===== config.mk =====
export PLATFORM = sky130hd
export DESIGN_NAME = ccd_line_scheduler
export DESIGN_NICKNAME = d
export VERILOG_FILES = /design/src/rtl/ccd_line_scheduler.sv
export SDC_FILE = /design/constraint.sdc
export NUM_CORES = 1
export LEC_CHECK = 0
export BUFFER_PORTS_ARGS = -buffer_cell sky130_fd_sc_hd__buf_2
export CELL_PAD_IN_SITES_DETAIL_PLACEMENT = 0
export CELL_PAD_IN_SITES_GLOBAL_PLACEMENT = 1
export CORE_AREA = 8 8 114 116
export DETAILED_ROUTE_END_ITERATION = 7
export DIE_AREA = 0 0 122 124
export PLACE_DENSITY_LB_ADDON = 0.1
export SYNTH_ARGS = -nofsm -noshare
export SYNTH_HDL_FRONTEND = slang
export SYNTH_SLANG_ARGS = --single-unit
export TNS_END_PERCENT = 5

===== constraint.sdc =====
create_clock -name pxl_clk_i -period 8 [get_ports pxl_clk_i]
set_clock_uncertainty 0.05 [all_clocks]
set_input_delay 0.4 -clock pxl_clk_i [delete_from_list [all_inputs] [get_ports pxl_clk_i]]
set_output_delay 0.4 -clock pxl_clk_i [all_outputs]
set_load 0.01 [all_outputs]

===== src/rtl/ccd_line_scheduler.sv =====
// ccd_line_scheduler: issues CCD line triggers at a programmable period, counts lines per frame,
// throttles on backpressure and flags readout overruns. Define SCHED_STATS_EN for stall/frame counters.
module ccd_line_scheduler #(
  parameter int                  PERIOD_W   = 25,
  parameter int                  ROWS_W     = 11,
  parameter logic [PERIOD_W-1:0] MIN_PERIOD = 25'd2200,
  parameter int                  TRIG_W     = 4
) (
  input  logic                pxl_clk_i,
  input  logic                rst_i,
  input  logic                start_i,
  input  logic                stop_i,
  input  logic                continuous_i,
  input  logic [PERIOD_W-1:0] line_period_i,
  input  logic [ROWS_W-1:0]   rows_i,
  input  logic                sink_ready_i,
  input  logic                line_busy_i,
  output logic                line_trigger_o,
  output logic                frame_start_o,
  output logic                frame_done_o,
  output logic                busy_o,
  output logic [ROWS_W-1:0]   line_idx_o,
  output logic                err_overrun_o
`ifdef SCHED_STATS_EN
  ,
  output logic [15:0]         stall_cnt_o,
  output logic [15:0]         frame_cnt_o
`endif
);

  localparam int TC_W = (TRIG_W > 1) ? $clog2(TRIG_W) : 1;
  localparam logic [PERIOD_W-1:0] TRIG_FLOOR   = PERIOD_W'(TRIG_W + 1);
  localparam logic [PERIOD_W-1:0] PERIOD_FLOOR = (MIN_PERIOD > TRIG_FLOOR) ? MIN_PERIOD : TRIG_FLOOR;

  typedef enum logic [2:0] {IDLE, ARM, WAIT_RDY, FIRE, WAIT_PER, DRAIN, DONE} state_e;

  state_e              state_q;
  logic [PERIOD_W-1:0] per_q;
  logic [PERIOD_W-1:0] cnt_q;
  logic [ROWS_W-1:0]   rows_q;
  logic [ROWS_W-1:0]   line_idx_q;
  logic [TC_W-1:0]     tcnt_q;
  logic                trig_q;
  logic                fstart_q;
  logic                fdone_q;
  logic                busy_q;
  logic                err_q;
  logic                stop_pend_q;

  logic [PERIOD_W-1:0] eff_period;
  logic                path_ready;
  logic                expired;
  logic                stop_now;
  logic                last_line;

  assign eff_period = (line_period_i < PERIOD_FLOOR) ? PERIOD_FLOOR : line_period_i;
  assign path_ready = sink_ready_i & ~line_busy_i;
  // Only lines after the first have a running period that can expire.
  assign expired    = (cnt_q == '0) && (line_idx_q != '0);
  assign stop_now   = stop_pend_q | stop_i;
  assign last_line  = (line_idx_q == rows_q - ROWS_W'(1));

  // The period counter free-runs down to 0 and saturates; a FIRE entry reloads it.
  always_ff @(posedge pxl_clk_i or posedge rst_i) begin
    if (rst_i) begin
      state_q     <= IDLE;
      per_q       <= '0;
      cnt_q       <= '0;
      rows_q      <= '0;
      line_idx_q  <= '0;
      tcnt_q      <= '0;
      trig_q      <= 1'b0;
      fstart_q    <= 1'b0;
      fdone_q     <= 1'b0;
      busy_q      <= 1'b0;
      err_q       <= 1'b0;
      stop_pend_q <= 1'b0;
    end else begin
      fstart_q <= 1'b0;
      fdone_q  <= 1'b0;
      if (cnt_q != '0) cnt_q <= cnt_q - PERIOD_W'(1);
      if (stop_i && state_q != IDLE) stop_pend_q <= 1'b1;
      case (state_q)
        IDLE: begin
          if (start_i) begin
            state_q     <= ARM;
            busy_q      <= 1'b1;
            rows_q      <= rows_i;
            per_q       <= eff_period;
            err_q       <= 1'b0;
            stop_pend_q <= stop_i;
          end
        end
        ARM: begin
          line_idx_q <= '0;
          if (rows_q == '0) begin
            state_q <= DONE;
            fdone_q <= 1'b1;
          end else begin
            state_q <= WAIT_RDY;
          end
        end
        WAIT_RDY: begin
          if (expired && line_busy_i) err_q <= 1'b1;
          if (path_ready) begin
            state_q  <= FIRE;
            trig_q   <= 1'b1;
            tcnt_q   <= TC_W'(TRIG_W - 1);
            cnt_q    <= per_q - PERIOD_W'(1);
            fstart_q <= (line_idx_q == '0);
          end
        end
        FIRE: begin
          if (tcnt_q == '0) begin
            trig_q  <= 1'b0;
            state_q <= WAIT_PER;
          end else begin
            tcnt_q <= tcnt_q - TC_W'(1);
          end
        end
        WAIT_PER: begin
          if (cnt_q == '0) begin
            if (last_line || stop_now) begin
              state_q <= DRAIN;
            end else begin
              line_idx_q <= line_idx_q + ROWS_W'(1);
              // Firing straight from here keeps trigger spacing at exactly eff_period.
              if (path_ready) begin
                state_q <= FIRE;
                trig_q  <= 1'b1;
                tcnt_q  <= TC_W'(TRIG_W - 1);
                cnt_q   <= per_q - PERIOD_W'(1);
              end else begin
                state_q <= WAIT_RDY;
              end
            end
          end
        end
        DRAIN: begin
          // A seen falling edge and two low cycles both leave line_busy low now.
          if (!line_busy_i) begin
            state_q <= DONE;
            fdone_q <= 1'b1;
          end
        end
        DONE: begin
          if (continuous_i && !stop_now) begin
            state_q <= ARM;
            rows_q  <= rows_i;
            per_q   <= eff_period;
          end else begin
            state_q     <= IDLE;
            busy_q      <= 1'b0;
            stop_pend_q <= 1'b0;
          end
        end
        default: state_q <= IDLE;
      endcase
    end
  end

  assign line_trigger_o = trig_q;
  assign frame_start_o  = fstart_q;
  assign frame_done_o   = fdone_q;
  assign busy_o         = busy_q;
  assign line_idx_o     = line_idx_q;
  assign err_overrun_o  = err_q;

`ifdef SCHED_STATS_EN
  logic [15:0] stall_cnt_q;
  logic [15:0] frame_cnt_q;

  always_ff @(posedge pxl_clk_i or posedge rst_i) begin
    if (rst_i) begin
      stall_cnt_q <= '0;
      frame_cnt_q <= '0;
    end else begin
      if (state_q == WAIT_RDY && !sink_ready_i && expired && stall_cnt_q != 16'hFFFF)
        stall_cnt_q <= stall_cnt_q + 16'd1;
      if (fdone_q) frame_cnt_q <= frame_cnt_q + 16'd1;
    end
  end

  assign stall_cnt_o = stall_cnt_q;
  assign frame_cnt_o = frame_cnt_q;
`endif

endmodule


-- Word-level counts from Yosys, hierarchy flattened
Index checks and enable logic that the tools add are counted.
- bits in registers: 83
- bits in latches: 0
- RAM bits: 0
- memory bits (read-only): 0
- output and inout port bits: 16
- memories kept: 0
- $add $sub $neg: 5
- multiply operators: 0
- div/mod/pow operators: 0
- $lt $le $gt $ge: 1
- equality and inequality tests: 17
- shift operators: 0
- muxes and demuxes: 50
- bitwise operators: 3
- reductions and logical operators: 25
- operators with widths (operator ; number):
    25-bit two-way mux ; 7
    25-bit one-hot mux with 2 select lines ; 2
    25-bit by 1-bit subtractor with 25-bit output (second input constant) ; 2
    11-bit two-way mux ; 4
    11-bit one-hot mux with 2 select lines ; 2
    25-bit logical NOT ; 1
    25-bit by 12-bit < comparator with 1-bit output (second input constant) ; 1
    25-bit nonzero test ; 1
    11-bit logical NOT ; 2
    3-bit two-way mux ; 7
    3-bit one-hot mux with 7 select lines ; 1
    2-bit != test (second input constant) ; 10
    1-bit two-way mux ; 17
    3-bit AND reduction ; 4
    11-bit by 1-bit adder with 11-bit output (second input constant) ; 1
    11-bit equality test ; 1
    11-bit nonzero test ; 1
    11-bit by 1-bit subtractor with 11-bit output (second input constant) ; 1
    3-bit equality test (second input constant) ; 3
    2-bit two-way mux ; 4
    1-bit one-hot mux with 2 select lines ; 4
    4-bit AND reduction ; 2
    3-bit by 2-bit equality test with 1-bit output (second input constant) ; 2
    2-bit one-hot mux with 3 select lines ; 1
    other kinds (14) ; 20

-- Depth between registers and ports, before layout
- depth after elaboration: 6
- gate-level depth with buffers: 11
- gate-level depth less buffers: 10

-- Worst setup path before layout
No wires, ideal clock.
- path type: reg2reg
- from: reg cnt_q[0]
- to: reg line_idx_q[6], in the netlist line_idx_o[6]
- arrival time: 2.713 ns
- slack: 5.157 ns
- cell stages (with the launch flop): 12
- path buffers: 2
- period minus slack after synthesis: 2.843 ns
- cells stage by stage: dfrtp_1 > inv_1 > ha_1 > or3b_1 > or3_1 > or4_4 > buf_6 > nor2_8 > nand2_4 > buf_6 > nor3_4 > mux2i_1
- word-level cells in the longest chain between the ends: 3
- ends and longest elaborated chain (element ; RTL line ; RTL):
    start, declared ; 39 ; logic [PERIOD_W-1:0] cnt_q;
    start signal, assigned ; 81 ; if (cnt_q != '0) cnt_q <= cnt_q - PERIOD_W'(1);
    start signal, assigned ; 109 ; cnt_q <= per_q - PERIOD_W'(1);
    start signal, assigned ; 132 ; cnt_q <= per_q - PERIOD_W'(1);
    25-bit logical NOT ; 122 ; if (cnt_q == '0) begin
    2-bit != test (no source line) ; n/a ;
    3-bit AND reduction (no source line) ; n/a ;
    end signal, assigned ; 126 ; line_idx_q <= line_idx_q + ROWS_W'(1);
    end, declared ; 41 ; logic [ROWS_W-1:0] line_idx_q;
No other way between the ends.
A chain may end at the register's enable or synchronous reset.

-- Worst setup path in the final report
- from: reg rows_q[0]
- to: reg cnt_q[16]
- word-level cells in the longest chain between the ends: 6
- ends and longest elaborated chain (element ; RTL line ; RTL):
    start, declared ; 40 ; logic [ROWS_W-1:0] rows_q;
    start signal, assigned ; 88 ; rows_q <= rows_i;
    start signal, assigned ; 149 ; rows_q <= rows_i;
    11-bit by 1-bit subtractor with 11-bit output ; 61 ; assign last_line = (line_idx_q == rows_q - ROWS_W'(1));
    11-bit equality test ; 61 ;
    1-bit logical OR ; 123 ; if (last_line || stop_now) begin
    25-bit two-way mux ; 123 ;
    25-bit two-way mux ; 122 ;
    25-bit one-hot mux with 2 select lines ; 83 ; case (state_q)
No other way between the ends.

==> impl_metrics.json <==
{
  "syn_nets": 622,
  "arrival_ns": 3.60,
  "synthMuxAreaShare_pct": 1.82,
  "grt_busiest_layer": "met2",
  "power.share.sequential_pct": 42.9,
  "crit_path_start_kind": "flip-flop",
  "drt-initial-drc-count": 247,
  "outcome": "complete, no violations",
  "ant_nets": 0,
  "grt_max_degree": 84,
  "vias": 4114,
  "p_switching_mw": 0.733,
  "grt_pass1_vias": 4097,
  "hold_viol_final": 0,
  "seq_area_frac_synth_pct": 42.0,
  "met2_usage_pct": 27.0,
  "final_common_cell": "nand2_1",
  "multi_input_area_um2": 2690,
  "synthXorXnorAreaFrac_pct": 10.8,
  "crit_chain": "inv_1 > ha_1 > nor3b_2 > nand2_1 > o41a_1 > a21oi_1 > o31ai_2 > buf_4 > a31oi_4 > and3b_1 > nor2_1",
  "required_ns": 8.18,
  "use_met1_pct": 24.0,
  "fin_ws_ns": 4.58,
  "placed_cell_area_um2": 5340,
  "place_inst": 753,
  "ys.flop_type": "dfrtp_1",
  "final_cell_mix": "108 x nand2_1, 83 x dfrtp_1, 59 x nor2_1",
  "met3_usage_pct": 3.04,
  "cpPeakStageDelay_ns": 0.85,
  "min_period_over_period_pct": 42.8,
  "yosys-top-cells-area": "dfrtp_1 42%, nand2_1 8.2%, xnor2_1 5.3%",
  "maxCapViolations": 0,
  "finalSetupViolations": 0,
  "synth_edf_count": 0,
  "p_int_mw": 1.14,
  "ys_types": 63,
  "slew_viol_final": 0,
  "final_cells": 766,
  "dpl_worst_slack_ns": 4.58,
  "synth_top_family_by_area": "simple AND/OR/NAND/NOR gates",
  "synth_compound_area_share_pct": 11.9,
  "n_fill_cell": 1091,
  "wl_per_cell_um": 16.0,
  "syn_area_per_cell_um2": 8.63,
  "grt.total_usage_pct": 17.3,
  "worstReg2RegStart": "rows_q[0]",
  "period_needed_ns": 3.42,
  "final_area_um2": 5620,
  "syn2layout_area_growth_pct": 13.7,
  "fin_nets": 670,
  "critPathLaunch": "rows_q[0]",
  "power.share.clock_pct": 21.5,
  "start_util_pct": 44.2,
  "p_total_mw": 1.87,
  "core_area_um2": 11200,
  "power_density_nw_per_um2": 332,
  "synth_fa_ha_area_share_pct": 1.52,
  "hold_path.class": "input pin to flip-flop",
  "ys_ff_latch": 83,
  "synth.top_cell.area_share_pct": 42.0,
  "cts_sinks": 83,
  "seq_area_um2": 2080,
  "tns_ns": 0,
  "die_w_um": 122,
  "htree_levels": 3,
  "switching_share_pct": 39.2,
  "firstDrtPassIters": 4,
  "worstMarginPinSlew_ns": 1.06,
  "worstSetupPathType": "flip-flop to flip-flop",
  "ios": 59,
  "yosys.area_share.simple_pct": 28.1,
  "ctsRootBufferMaster": "clkbuf_16",
  "hp-start": "rows_i[7]",
  "async_flop_share_pct": 100,
  "globalplace.congestion": 0.840,
  "overflow": 0,
  "holdBufCountCts": 0,
  "ys_warn_count": 0,
  "antenna_cells": 0,
  "clk_pin_slew_ns": 0.06,
  "path_max_fanout": 41,
  "netlist.top_cell.by_area": "dfrtp_1",
  "peakVddDrop_mv": 0.147,
  "syn_area_um2": 4940,
  "slowest_stage": "a31oi_4",
  "relSlewSlack_pct": 29.2,
  "endpoint_kind": "flip-flop",
  "die_h_um": 124,
  "drc_errors": 0,
  "combinationalPowerShare_pct": 35.6,
  "antenna_found_initial": 0,
  "portBuffers": 58,
  "totalWireLength_mm": 12.2,
  "rsz0062_at_grt": "no",
  "syn_inst": 573,
  "numCtsBuffers": 9,
  "die_area_um2": 15100,
  "grt_pass1_wl_mm": 20.8,
  "place_hpwl_mm": 8.95,
  "cts_resized": 0,
  "drive_gt1_share_pct": 14.6,
  "fmaxAchievable_mhz": 292,
  "clkLatencyLatePin_ns": 0.34,
  "leakage_nw": 2.48,
  "vias_per_cell": 5.37,
  "cts_tree": "built",
  "postCtsSetupBuffers": 0,
  "rows": 39,
  "cts_buffer_depth": 2
}
-- registers in the layout, summed over array words and instances (netlist names) --
| signal | cells |
|---|---|
| rows_q | 11 |
| state_q | 3 |
| stop_pend_q | 1 |
| per_q | 25 |
| err_overrun_o | 1 |
| line_trigger_o | 1 |
| busy_o | 1 |
| frame_start_o | 1 |
| tcnt_q | 2 |
| line_idx_o | 11 |
| cnt_q | 25 |
| frame_done_o | 1 |
-- through the flow --
stage          utilization (%)  hold WS [ns]
6_report                  50.3         0.202
5_1_grt                   50.3         0.213
4_1_cts                   50.3         0.195
3_5_place_dp              47.8         0.431
3_3_place_gp              47.8         0.405
2_1_floorplan                -         0.417
-- kinds of logic (layout without fill, tap and decap cells) --
logic type / Yosys count / after routing
AO/OA/AOI/OAI: 91 / 91
flip-flops: 83 / 83
buffers and inverters: 45 / 95
AND/OR/NAND/NOR: 280 / 280
multiplexers: 9 / 9
XOR/XNOR: 59 / 59
adder cells (fa/ha/maj): 6 / 6
-- synthesized netlist by cell type (5+ instances only) --
cell / count
a21oi_1: 25
a22o_1: 6
clkbuf_1: 18
dfrtp_1: 83
ha_1: 6
inv_1: 20
mux2i_1: 9
nand2_1: 108
nand3_1: 14
nand4_1: 5
nor2_1: 59
nor3_1: 24
nor3b_1: 5
nor4_1: 20
o21ai_0: 24
or3_1: 12
or4_1: 5
xnor2_1: 30
xor2_1: 28
-- final cells by class --
class	count	area share, %
well taps	143	3.18
multi-input cells	445	47.8
repair buffers	62	5.70
clock inverters	2	0.690
clock buffers	11	4.32
flip-flops and latches	83	36.9
inverters	20	1.36
-- routing by layer --
metal	up-vias	part of all wire (%)
met5	-	0
met4	0	1.1
met3	10	4.4
met2	66	47
met1	1947	48
li1	2091	-
-- path summary, 6_finish.rpt --
check	cells past startpoint	slack, ns	endpoint
worst max-delay path	11	4.58	cnt_q[16]
worst min-delay path	3	0.20	rows_q[7]
worst max register to register	11	4.58	cnt_q[16]
worst min register to register	2	0.44	busy_o
max in group asynchronous	3	6.88	per_q[23]
min in group asynchronous	3	0.36	cnt_q[1]
-- worst max-delay path: cells and delay by family (launching register included) --
family	cells	cell delay, ns
flops	1	0.43
fa+ha+maj	1	0.18
simple gates	4	0.91
buf+inv	2	0.30
compound gates	4	1.44
-- power by group through the flow --
stage	logic [mW]	registers [mW]	clock network [mW]
final	0.665	0.802	0.402
after detailed placement	0.667	0.808	0
after floorplan	0.560	0.727	0
after CTS	0.671	0.800	0.413
after global routing	0.764	0.834	0.429
after global placement	0.659	0.800	0
No activity file was read; power rests on OpenSTA's default activity.
